File: src/rtl/periph_uart_tx_pkg.sv
// Shared constants, types and register map for the peripheral UART transmitter.
package periph_uart_pkg;

  localparam int unsigned ADDR_W = 31;
  localparam int unsigned DATA_W = 32;
  localparam int unsigned STRB_W = 4;
  localparam int unsigned DIV_W  = 16;

  localparam logic [1:0] REG_STATUS = 2'd0;
  localparam logic [1:0] REG_TXDATA = 2'd1;
  localparam logic [1:0] REG_BAUD   = 2'd2;
  localparam logic [1:0] REG_RSVD   = 2'd3;

  localparam int unsigned STAT_FULL  = 0;
  localparam int unsigned STAT_EMPTY = 1;
  localparam int unsigned STAT_BUSY  = 2;
  localparam int unsigned STAT_OVF   = 3;

  typedef enum logic [1:0] {
    IDLE,
    START,
    DATA,
    STOP
  } uart_tx_state_e;

  typedef struct packed {
    logic              write;
    logic [ADDR_W-1:0] addr;
    logic [DATA_W-1:0] wdata;
    logic [STRB_W-1:0] wstrb;
  } periph_req_t;

endpackage

File: src/rtl/periph_uart_tx_if.sv
// Peripheral memory bus as seen by the UART transmitter.
interface periph_uart_tx_if;
  import periph_uart_pkg::*;

  logic              periph_mem_valid;
  logic [ADDR_W-1:0] periph_mem_addr;
  logic              periph_mem_write;
  logic [DATA_W-1:0] periph_mem_wdata;
  logic [STRB_W-1:0] periph_mem_wstrb;
  logic [DATA_W-1:0] periph_mem_rdata;
  logic              periph_mem_ready;

  modport master (
    output periph_mem_valid, periph_mem_addr, periph_mem_write,
           periph_mem_wdata, periph_mem_wstrb,
    input  periph_mem_rdata, periph_mem_ready
  );

  modport slave (
    input  periph_mem_valid, periph_mem_addr, periph_mem_write,
           periph_mem_wdata, periph_mem_wstrb,
    output periph_mem_rdata, periph_mem_ready
  );
endinterface

File: src/rtl/periph_uart_tx_sync_fifo.sv
// Single-clock FIFO; a push into a full FIFO lands only if a pop frees a slot that cycle.
module sync_fifo #(
  parameter  int unsigned WIDTH = 8,
  parameter  int unsigned DEPTH = 16,
  localparam int unsigned PTR_W = $clog2(DEPTH),
  localparam int unsigned CNT_W = PTR_W + 1
) (
  input  logic             sys_clk,
  input  logic             rst,
  input  logic             push,
  input  logic             pop,
  input  logic [WIDTH-1:0] wdata,
  output logic [WIDTH-1:0] rdata,
  output logic             full,
  output logic             empty,
  output logic [CNT_W-1:0] count
);
  logic [WIDTH-1:0] mem [DEPTH];
  logic [PTR_W-1:0] wr_ptr_q;
  logic [PTR_W-1:0] rd_ptr_q;
  logic             do_push_c;
  logic             do_pop_c;

  assign full      = (count == CNT_W'(DEPTH));
  assign empty     = (count == '0);
  assign rdata     = mem[rd_ptr_q];
  assign do_pop_c  = pop & ~empty;
  assign do_push_c = push & (~full | do_pop_c);

  always_ff @(posedge sys_clk) begin
    if (rst) begin
      wr_ptr_q <= '0;
      rd_ptr_q <= '0;
      count    <= '0;
    end else begin
      if (do_push_c) wr_ptr_q <= wr_ptr_q + PTR_W'(1);
      if (do_pop_c)  rd_ptr_q <= rd_ptr_q + PTR_W'(1);
      count <= count + CNT_W'(do_push_c) - CNT_W'(do_pop_c);
    end
  end

  // Storage carries no reset; validity is tracked by count.
  always_ff @(posedge sys_clk) begin
    if (do_push_c) mem[wr_ptr_q] <= wdata;
  end
endmodule

File: src/rtl/periph_uart_tx.sv
// Memory-mapped 8N1 UART transmitter: bus decode, STATUS/TXDATA/BAUD_DIV registers, serialiser.
module periph_uart_tx
  import periph_uart_pkg::*;
#(
  parameter int unsigned      FIFO_DEPTH  = 16,
  parameter logic [DIV_W-1:0] DEFAULT_DIV = 16'd433
) (
  input  logic            sys_clk,
  input  logic            rst,
  periph_uart_tx_if.slave bus,
  output logic            uart_txd,
  output logic            tx_irq
);
  localparam int unsigned CNT_W = $clog2(FIFO_DEPTH) + 1;

  periph_req_t       req_c;
  logic [1:0]        reg_sel_c;
  logic              accept_c;
  logic              hold_q;
  logic              ready_q;
  logic [DATA_W-1:0] rdata_q;
  logic [DATA_W-1:0] rdata_c;
  logic [DIV_W-1:0]  baud_div_q;
  logic              overflow_q;
  logic              txdata_wr_c;
  logic              fifo_pop_c;
  logic              fifo_full;
  logic              fifo_empty;
  logic [7:0]        fifo_rdata;
  logic [CNT_W-1:0]  fifo_count;
  uart_tx_state_e    state_q;
  logic [7:0]        shift_q;
  logic [2:0]        bit_idx_q;
  logic [DIV_W-1:0]  baud_cnt_q;
  logic              unused_c;

  assign req_c = '{write: bus.periph_mem_write,
                   addr:  bus.periph_mem_addr,
                   wdata: bus.periph_mem_wdata,
                   wstrb: bus.periph_mem_wstrb};
  assign reg_sel_c = req_c.addr[3:2];

  // hold_q blocks re-acceptance until the master drops valid after its request.
  assign accept_c    = bus.periph_mem_valid & ~ready_q & ~hold_q;
  assign txdata_wr_c = accept_c & req_c.write & (reg_sel_c == REG_TXDATA) & req_c.wstrb[0];
  assign fifo_pop_c  = (state_q == IDLE) & ~fifo_empty;

  assign bus.periph_mem_ready = ready_q;
  assign bus.periph_mem_rdata = rdata_q;

  assign unused_c = ^{req_c.addr[ADDR_W-1:4], req_c.addr[1:0],
                      req_c.wdata[DATA_W-1:16], req_c.wstrb[STRB_W-1:2], fifo_count};

  sync_fifo #(
    .WIDTH (8),
    .DEPTH (FIFO_DEPTH)
  ) u_fifo (
    .sys_clk (sys_clk),
    .rst     (rst),
    .push    (txdata_wr_c),
    .pop     (fifo_pop_c),
    .wdata   (req_c.wdata[7:0]),
    .rdata   (fifo_rdata),
    .full    (fifo_full),
    .empty   (fifo_empty),
    .count   (fifo_count)
  );

  // Read data mux; TXDATA and the reserved slot read as zero.
  always_comb begin
    rdata_c = '0;
    case (reg_sel_c)
      REG_STATUS: begin
        rdata_c[STAT_FULL]  = fifo_full;
        rdata_c[STAT_EMPTY] = fifo_empty;
        rdata_c[STAT_BUSY]  = (state_q != IDLE);
        rdata_c[STAT_OVF]   = overflow_q;
      end
      REG_BAUD: rdata_c[DIV_W-1:0] = baud_div_q;
      default:  rdata_c = '0;
    endcase
  end

  always_ff @(posedge sys_clk) begin
    if (rst) begin
      ready_q    <= 1'b0;
      rdata_q    <= '0;
      hold_q     <= 1'b0;
      overflow_q <= 1'b0;
      baud_div_q <= DEFAULT_DIV;
    end else begin
      ready_q <= accept_c;
      rdata_q <= (accept_c && !req_c.write) ? rdata_c : '0;
      hold_q  <= bus.periph_mem_valid & (hold_q | accept_c);
      if (txdata_wr_c && fifo_full && !fifo_pop_c) begin
        overflow_q <= 1'b1;
      end else if (accept_c && req_c.write && reg_sel_c == REG_STATUS &&
                   req_c.wstrb[0] && req_c.wdata[STAT_OVF]) begin
        overflow_q <= 1'b0;
      end
      if (accept_c && req_c.write && reg_sel_c == REG_BAUD) begin
        if (req_c.wstrb[0]) baud_div_q[7:0]  <= req_c.wdata[7:0];
        if (req_c.wstrb[1]) baud_div_q[15:8] <= req_c.wdata[15:8];
      end
    end
  end

  // Serialiser: txd is registered alongside the state so each level lasts BAUD_DIV+1 cycles.
  always_ff @(posedge sys_clk) begin
    if (rst) begin
      state_q    <= IDLE;
      uart_txd   <= 1'b1;
      tx_irq     <= 1'b1;
      shift_q    <= '0;
      bit_idx_q  <= '0;
      baud_cnt_q <= '0;
    end else begin
      tx_irq <= fifo_empty & (state_q == IDLE);
      case (state_q)
        IDLE: begin
          uart_txd <= 1'b1;
          if (fifo_pop_c) begin
            shift_q    <= fifo_rdata;
            baud_cnt_q <= baud_div_q;
            uart_txd   <= 1'b0;
            state_q    <= START;
          end
        end
        START: begin
          if (baud_cnt_q == '0) begin
            state_q    <= DATA;
            bit_idx_q  <= '0;
            baud_cnt_q <= baud_div_q;
            uart_txd   <= shift_q[0];
          end else begin
            baud_cnt_q <= baud_cnt_q - DIV_W'(1);
          end
        end
        DATA: begin
          if (baud_cnt_q == '0) begin
            baud_cnt_q <= baud_div_q;
            shift_q    <= shift_q >> 1;
            if (bit_idx_q == 3'd7) begin
              state_q  <= STOP;
              uart_txd <= 1'b1;
            end else begin
              bit_idx_q <= bit_idx_q + 3'd1;
              uart_txd  <= shift_q[1];
            end
          end else begin
            baud_cnt_q <= baud_cnt_q - DIV_W'(1);
          end
        end
        STOP: begin
          if (baud_cnt_q == '0) state_q <= IDLE;
          else                  baud_cnt_q <= baud_cnt_q - DIV_W'(1);
        end
        default: begin
          state_q  <= IDLE;
          uart_txd <= 1'b1;
        end
      endcase
    end
  end
endmodule

File: src/flat_wrapper.sv
// flat-port wrapper written by rule: the top's interface ports become plain ports
module periph_uart_tx_flat import periph_uart_pkg::*;
#(
  parameter int unsigned      FIFO_DEPTH  = 16,
  parameter logic [DIV_W-1:0] DEFAULT_DIV = 16'd433
)
  (sys_clk, rst, uart_txd, tx_irq, bus_periph_mem_valid, bus_periph_mem_addr, bus_periph_mem_write, bus_periph_mem_wdata, bus_periph_mem_wstrb, bus_periph_mem_rdata, bus_periph_mem_ready);
  periph_uart_tx_if bus_i ();
  input  logic sys_clk;
  input  logic rst;
  output logic uart_txd;
  output logic tx_irq;
  input wire logic [$bits(bus_i.periph_mem_valid)-1:0] bus_periph_mem_valid;
  input wire logic [$bits(bus_i.periph_mem_addr)-1:0] bus_periph_mem_addr;
  input wire logic [$bits(bus_i.periph_mem_write)-1:0] bus_periph_mem_write;
  input wire logic [$bits(bus_i.periph_mem_wdata)-1:0] bus_periph_mem_wdata;
  input wire logic [$bits(bus_i.periph_mem_wstrb)-1:0] bus_periph_mem_wstrb;
  output wire logic [$bits(bus_i.periph_mem_rdata)-1:0] bus_periph_mem_rdata;
  output wire logic [$bits(bus_i.periph_mem_ready)-1:0] bus_periph_mem_ready;
  assign bus_i.periph_mem_valid = bus_periph_mem_valid;
  assign bus_i.periph_mem_addr = bus_periph_mem_addr;
  assign bus_i.periph_mem_write = bus_periph_mem_write;
  assign bus_i.periph_mem_wdata = bus_periph_mem_wdata;
  assign bus_i.periph_mem_wstrb = bus_periph_mem_wstrb;
  assign bus_periph_mem_rdata = bus_i.periph_mem_rdata;
  assign bus_periph_mem_ready = bus_i.periph_mem_ready;
  periph_uart_tx #(.FIFO_DEPTH(FIFO_DEPTH), .DEFAULT_DIV(DEFAULT_DIV)) u_core (.sys_clk(sys_clk), .rst(rst), .bus(bus_i), .uart_txd(uart_txd), .tx_irq(tx_irq));
endmodule
File: config.mk
export PLATFORM = sky130hd
export DESIGN_NAME = periph_uart_tx_flat
export DESIGN_NICKNAME = d
export VERILOG_FILES = /design/src/rtl/periph_uart_tx_pkg.sv /design/src/rtl/periph_uart_tx_if.sv /design/src/rtl/periph_uart_tx_sync_fifo.sv /design/src/rtl/periph_uart_tx.sv /design/src/flat_wrapper.sv
export SDC_FILE = /design/constraint.sdc
export NUM_CORES = 1
export LEC_CHECK = 0
export ABC_CLOCK_PERIOD_IN_PS = 2700
export CORE_ASPECT_RATIO = 1.25
export CORE_MARGIN = 2
export CORE_UTILIZATION = 50
export DETAILED_ROUTE_END_ITERATION = 10
export PLACE_DENSITY = 0.75
export SYNTH_ARGS = -nofsm -noshare
export SYNTH_HDL_FRONTEND = slang
export SYNTH_SLANG_ARGS = --single-unit
export TNS_END_PERCENT = 30
File: constraint.sdc
create_clock -name sys_clk -period 2.7 [get_ports sys_clk]
set_clock_uncertainty 0.15 [all_clocks]
set_input_delay 0.54 -clock sys_clk [delete_from_list [all_inputs] [get_ports sys_clk]]
set_output_delay 0.54 -clock sys_clk [all_outputs]
set_load 0.005 [all_outputs]
==> run summary <==
The worst register-to-register path begins at u_core.baud_cnt_q[0]. The worst path buffer plus inverter count was 1. Dividing total power by cell area gives a power density of 952 nW/um^2.

The tools report the final worst-path setup slack as 0.125 ns. The maximum clock insertion buffer count was 3; the total vias in the final route was 5694. The post-layout total power is 10.2 mW. The die covers 19200 sq um.

The tightest min-delay check is of the flop to flop type. The hold violation count in the final report is 0, and the mean instance size in the synthesized netlist is 13.9 sq um. The area of the placeable core came out at 17600 sq um. Adding up every negative setup slack in the final design gives 0 ns.

The signal on the critical path passes through clkdlybuf4s50_1 > or3b_4 > nor2_2 > nand2_1 > nand2_1 > nand2_1 > ha_2 > fa_2 > a21oi_1 > nor2_1 > nor2_1 > xnor2_1 > nor2_1. The number of antenna diodes in the final layout is 0. Global-route wire length before repair: 31.7 mm. On the worst path, the slowest cell contributes a delay of 0.49 ns. Using the TritonRoute via totals, the vias-per-cell ratio works out to 5.85. Detailed routing placed a total of 10.5 mm of wire on met2. For this design the top-level I/O count stands at 106. Entering global routing, the biggest net connects 45 pins. The tools report the kind of end point of the critical path as a flop. The kind of cell with the highest combined delay along the critical path is simple AND/OR/NAND/NOR gates. Clock tree synthesis found a total of 211 sinks. Measured in cells, the most critical reg-to-reg path has a length of 8. The logs give 388 MHz for the highest clock rate and 1320 for the layout filler cell count. For the post-synthesis instance area, the log shows 9030 sq um. For this run, the leading register cell type out of synthesis is sky130_fd_sc_hd__edfxtp_1.

After detailed routing, the wire length on met1 is 7.67 mm. After detailed routing, the total wire length is 19.9 mm. The HPWL after detailed placement is 13.7 mm. Dividing the detail-routed wire length by the instance count gives 20.5 microns.

STA puts the critical path data arrival time at 2.82 ns. Clock tree synthesis inserted a total of 22 buffers. The clock insertion delay at the later pin of the skew report was 0.51 ns. Number of design rule violations left after detail routing: 0. Once detail routing completed, the nets flagged for antenna violations numbered 0.

The logs give 0.860 for the routability congestion estimate and 3.84 nW for the static leakage. For the total of max-cap violations, the log shows 0. The count of synthesis-stage warnings from yosys came out at 0.

The logs give 648 for the gate count of the mapped netlist and 1 for the maximum level of the CTS H-tree. The initial antenna violation count was 0. After clock tree synthesis, the clock-pin slew on the worst setup and hold paths is 0.06 ns.

By area the synthesized netlist is led by sky130_fd_sc_hd__edfxtp_1, sky130_fd_sc_hd__dfxtp_1, sky130_fd_sc_hd__mux4_2. The run gives 401 as the detailed router's first-iteration violation count. Clock root buffer master: sky130_fd_sc_hd__clkbuf_16. The via count of the first global-routing pass is 5825, and the cell depth of the worst hold path is 1. The element type at the critical path start is a primary input. TritonCTS built the clock tree. The sequential fraction of the synthesis area came out at 61.0%. The detailed router used layers up to and including met4. The count of port buffers added during placement is 42.

Count of flip-flops with a built-in enable after synthesis: 128. The flow ran to the end, and the final reports show no timing, DRC or antenna violations. STA puts the critical path data required time at 2.95 ns.

After global routing the overflow that remains totals 0. Summing all multi-input logic gate instances after layout gives 3260 sq um. The cell row count is 54, and the placement-stage worst setup slack is -0.473 ns.

The final period utilization came out at 95.4%. The path type of the worst setup path was primary input to flop. In this run the critical register-to-register path is captured at u_core.shift_q[5]. The clock period minus worst slack was 2.58 ns; the fraction of layout instances using a drive strength above 1 was 20.7%. The initial utilization of the core area, before any placement, comes to 51.4%. In the synthesized netlist, the cells that appear most often are sky130_fd_sc_hd__edfxtp_1, sky130_fd_sc_hd__dfxtp_1, sky130_fd_sc_hd__nor2_1.

Counting distinct cell types in the post-synthesis netlist gives 69. In the synthesized netlist the async set-or-reset flop fraction comes to 0%. Total global routing track utilization: 21.4%. Library cell with the highest instance count after synthesis: sky130_fd_sc_hd__edfxtp_1. The top cell type's share of synthesized area was 42.6%; the relative area change from synthesis to final layout was 18.8%. Counting flops and latches in the post-synthesis netlist gives 211.

The worst hold path begins at u_core.bit_idx_q[1]. Summed over all instances, the cell type with the most area after synthesis is sky130_fd_sc_hd__edfxtp_1. For this run, the detailed router's first-pass iteration total came to 7. For the final setup violation count, the log shows 0. The tools report the number of max-slew violations in the final report as 0. The remaining max-slew budget at the tightest pin is 52.1%, and the area taken by flip-flops and latches is 5510 sq um.

The height of the die was 154 microns. At the pin with the least slew margin, the transition time is 0.715 ns. The largest individual stage delay along the critical path comes from the cell sky130_fd_sc_hd__clkdlybuf4s50_1. The worst register-to-register path has a setup slack of 0.13 ns. The width of the die is 124 microns, and the hold buffer count at CTS is 0.

In this run the worst path has a maximum fanout of 2. Wire segments on met3 add up to 924 microns in the final route. The tools report the worst hold endpoint as u_core.bit_idx_q[1]. IR analysis of the VDD net gives a maximum drop of 0.501 mV. For the net total in the final layout, the log shows 825.
-- layer usage --
| metal | up-vias | track usage [%] |
|---|---|---|
| li1 | 2628 | - |
| met1 | 2815 | 25.8 |
| met2 | 201 | 37.7 |
| met3 | 50 | 3.02 |
| met4 | 0 | 9.58 |
| met5 | - | 0 |
-- worst max path at each step --
stage	startpoint	endpoint	depth (start not counted)
2_1_floorplan	bus_periph_mem_valid	u_core.u_fifo.mem[1][0]	5
3_3_place_gp	bus_periph_mem_valid	u_core.u_fifo.count[4]	13
3_5_place_dp	bus_periph_mem_valid	u_core.u_fifo.count[4]	13
4_1_cts	u_core.baud_cnt_q[0]	u_core.bit_idx_q[0]	8
5_1_grt	bus_periph_mem_valid	u_core.u_fifo.count[4]	13
6_report	bus_periph_mem_valid	u_core.u_fifo.count[4]	13
-- report_power, final --
| part | internal, mW | switching [mW] | leakage [nW] |
|---|---|---|---|
| clock | 1.83 | 1.21 | 0.345 |
| sequential | 3.62 | 0.184 | 1.83 |
| combinational | 1.51 | 1.86 | 1.67 |
-- layout by cell type (no fill, tap or decap), drive strengths merged, types with 8 or more instances in the layout --
cell	synthesis	final
conb	1	16
mux4	40	40
and2	14	14
a22o	10	10
a21oi	22	22
nor3	12	12
inv	17	17
clkdlybuf4s50	0	42
ha	19	19
a211oi	8	8
nand2	35	35
edfxtp	128	128
o21ai	19	19
buf	34	57
a32o	12	12
dfxtp	83	83
nor2	57	57
mux2i	22	22
clkbuf	18	29
-- registers in the layout (all words and copies together) (netlist names), 2 cells and up, named ones only --
name                         cells
u_core.u_fifo.mem              128
u_core.baud_cnt_q               16
u_core.baud_div_q               16
u_core.bus.periph_mem_rdata     16
u_core.shift_q                   8
u_core.u_fifo.count              5
u_core.u_fifo.rd_ptr_q           4
u_core.u_fifo.wr_ptr_q           4
u_core.bit_idx_q                 3
u_core.state_q                   2
-- kinds of logic after synthesis --
family | Yosys count | synth area share (%)
muxes | 64 | 12.7
xor gates and xnor gates | 10 | 0.970
buffers and inverters | 70 | 3.92
adders and majority gates | 20 | 2.86
DFF | 211 | 61.0
and+or+nand+nor | 164 | 9.47
AOI/OAI and AO/OA | 108 | 9.09
other | 1 | 0.0415
-- cell type report --
type | instances | share of cell area [%]
clock inverters | 11 | 1.39
well taps | 224 | 2.61
repair buffers | 99 | 8.15
flip-flops and latches | 211 | 51.4
multi-input cells | 382 | 30.4
clock buffers | 29 | 5.47
inverters | 18 | 0.630
-- repair_timing --
action,4_1_cts,5_1_grt
pin swaps,0,2
resized for setup,1,6
endpoints found under the setup margin,11,37
buffers inserted,0,1
-- per-stage QoR --
step                      instance area (sq um)  hold WS, ns  utilization (%)  std cells
final                                     10700        0.341             61.0        974
after global routing                      10700        0.367             61.0        974
after CTS                                 10700        0.349             60.9        973
after detailed placement                   9950        0.330             56.7        933
after global placement                     9950        0.318             56.7        933
after floorplan                            9090        0.302                -        663
No activity file was read; power rests on OpenSTA's default activity.
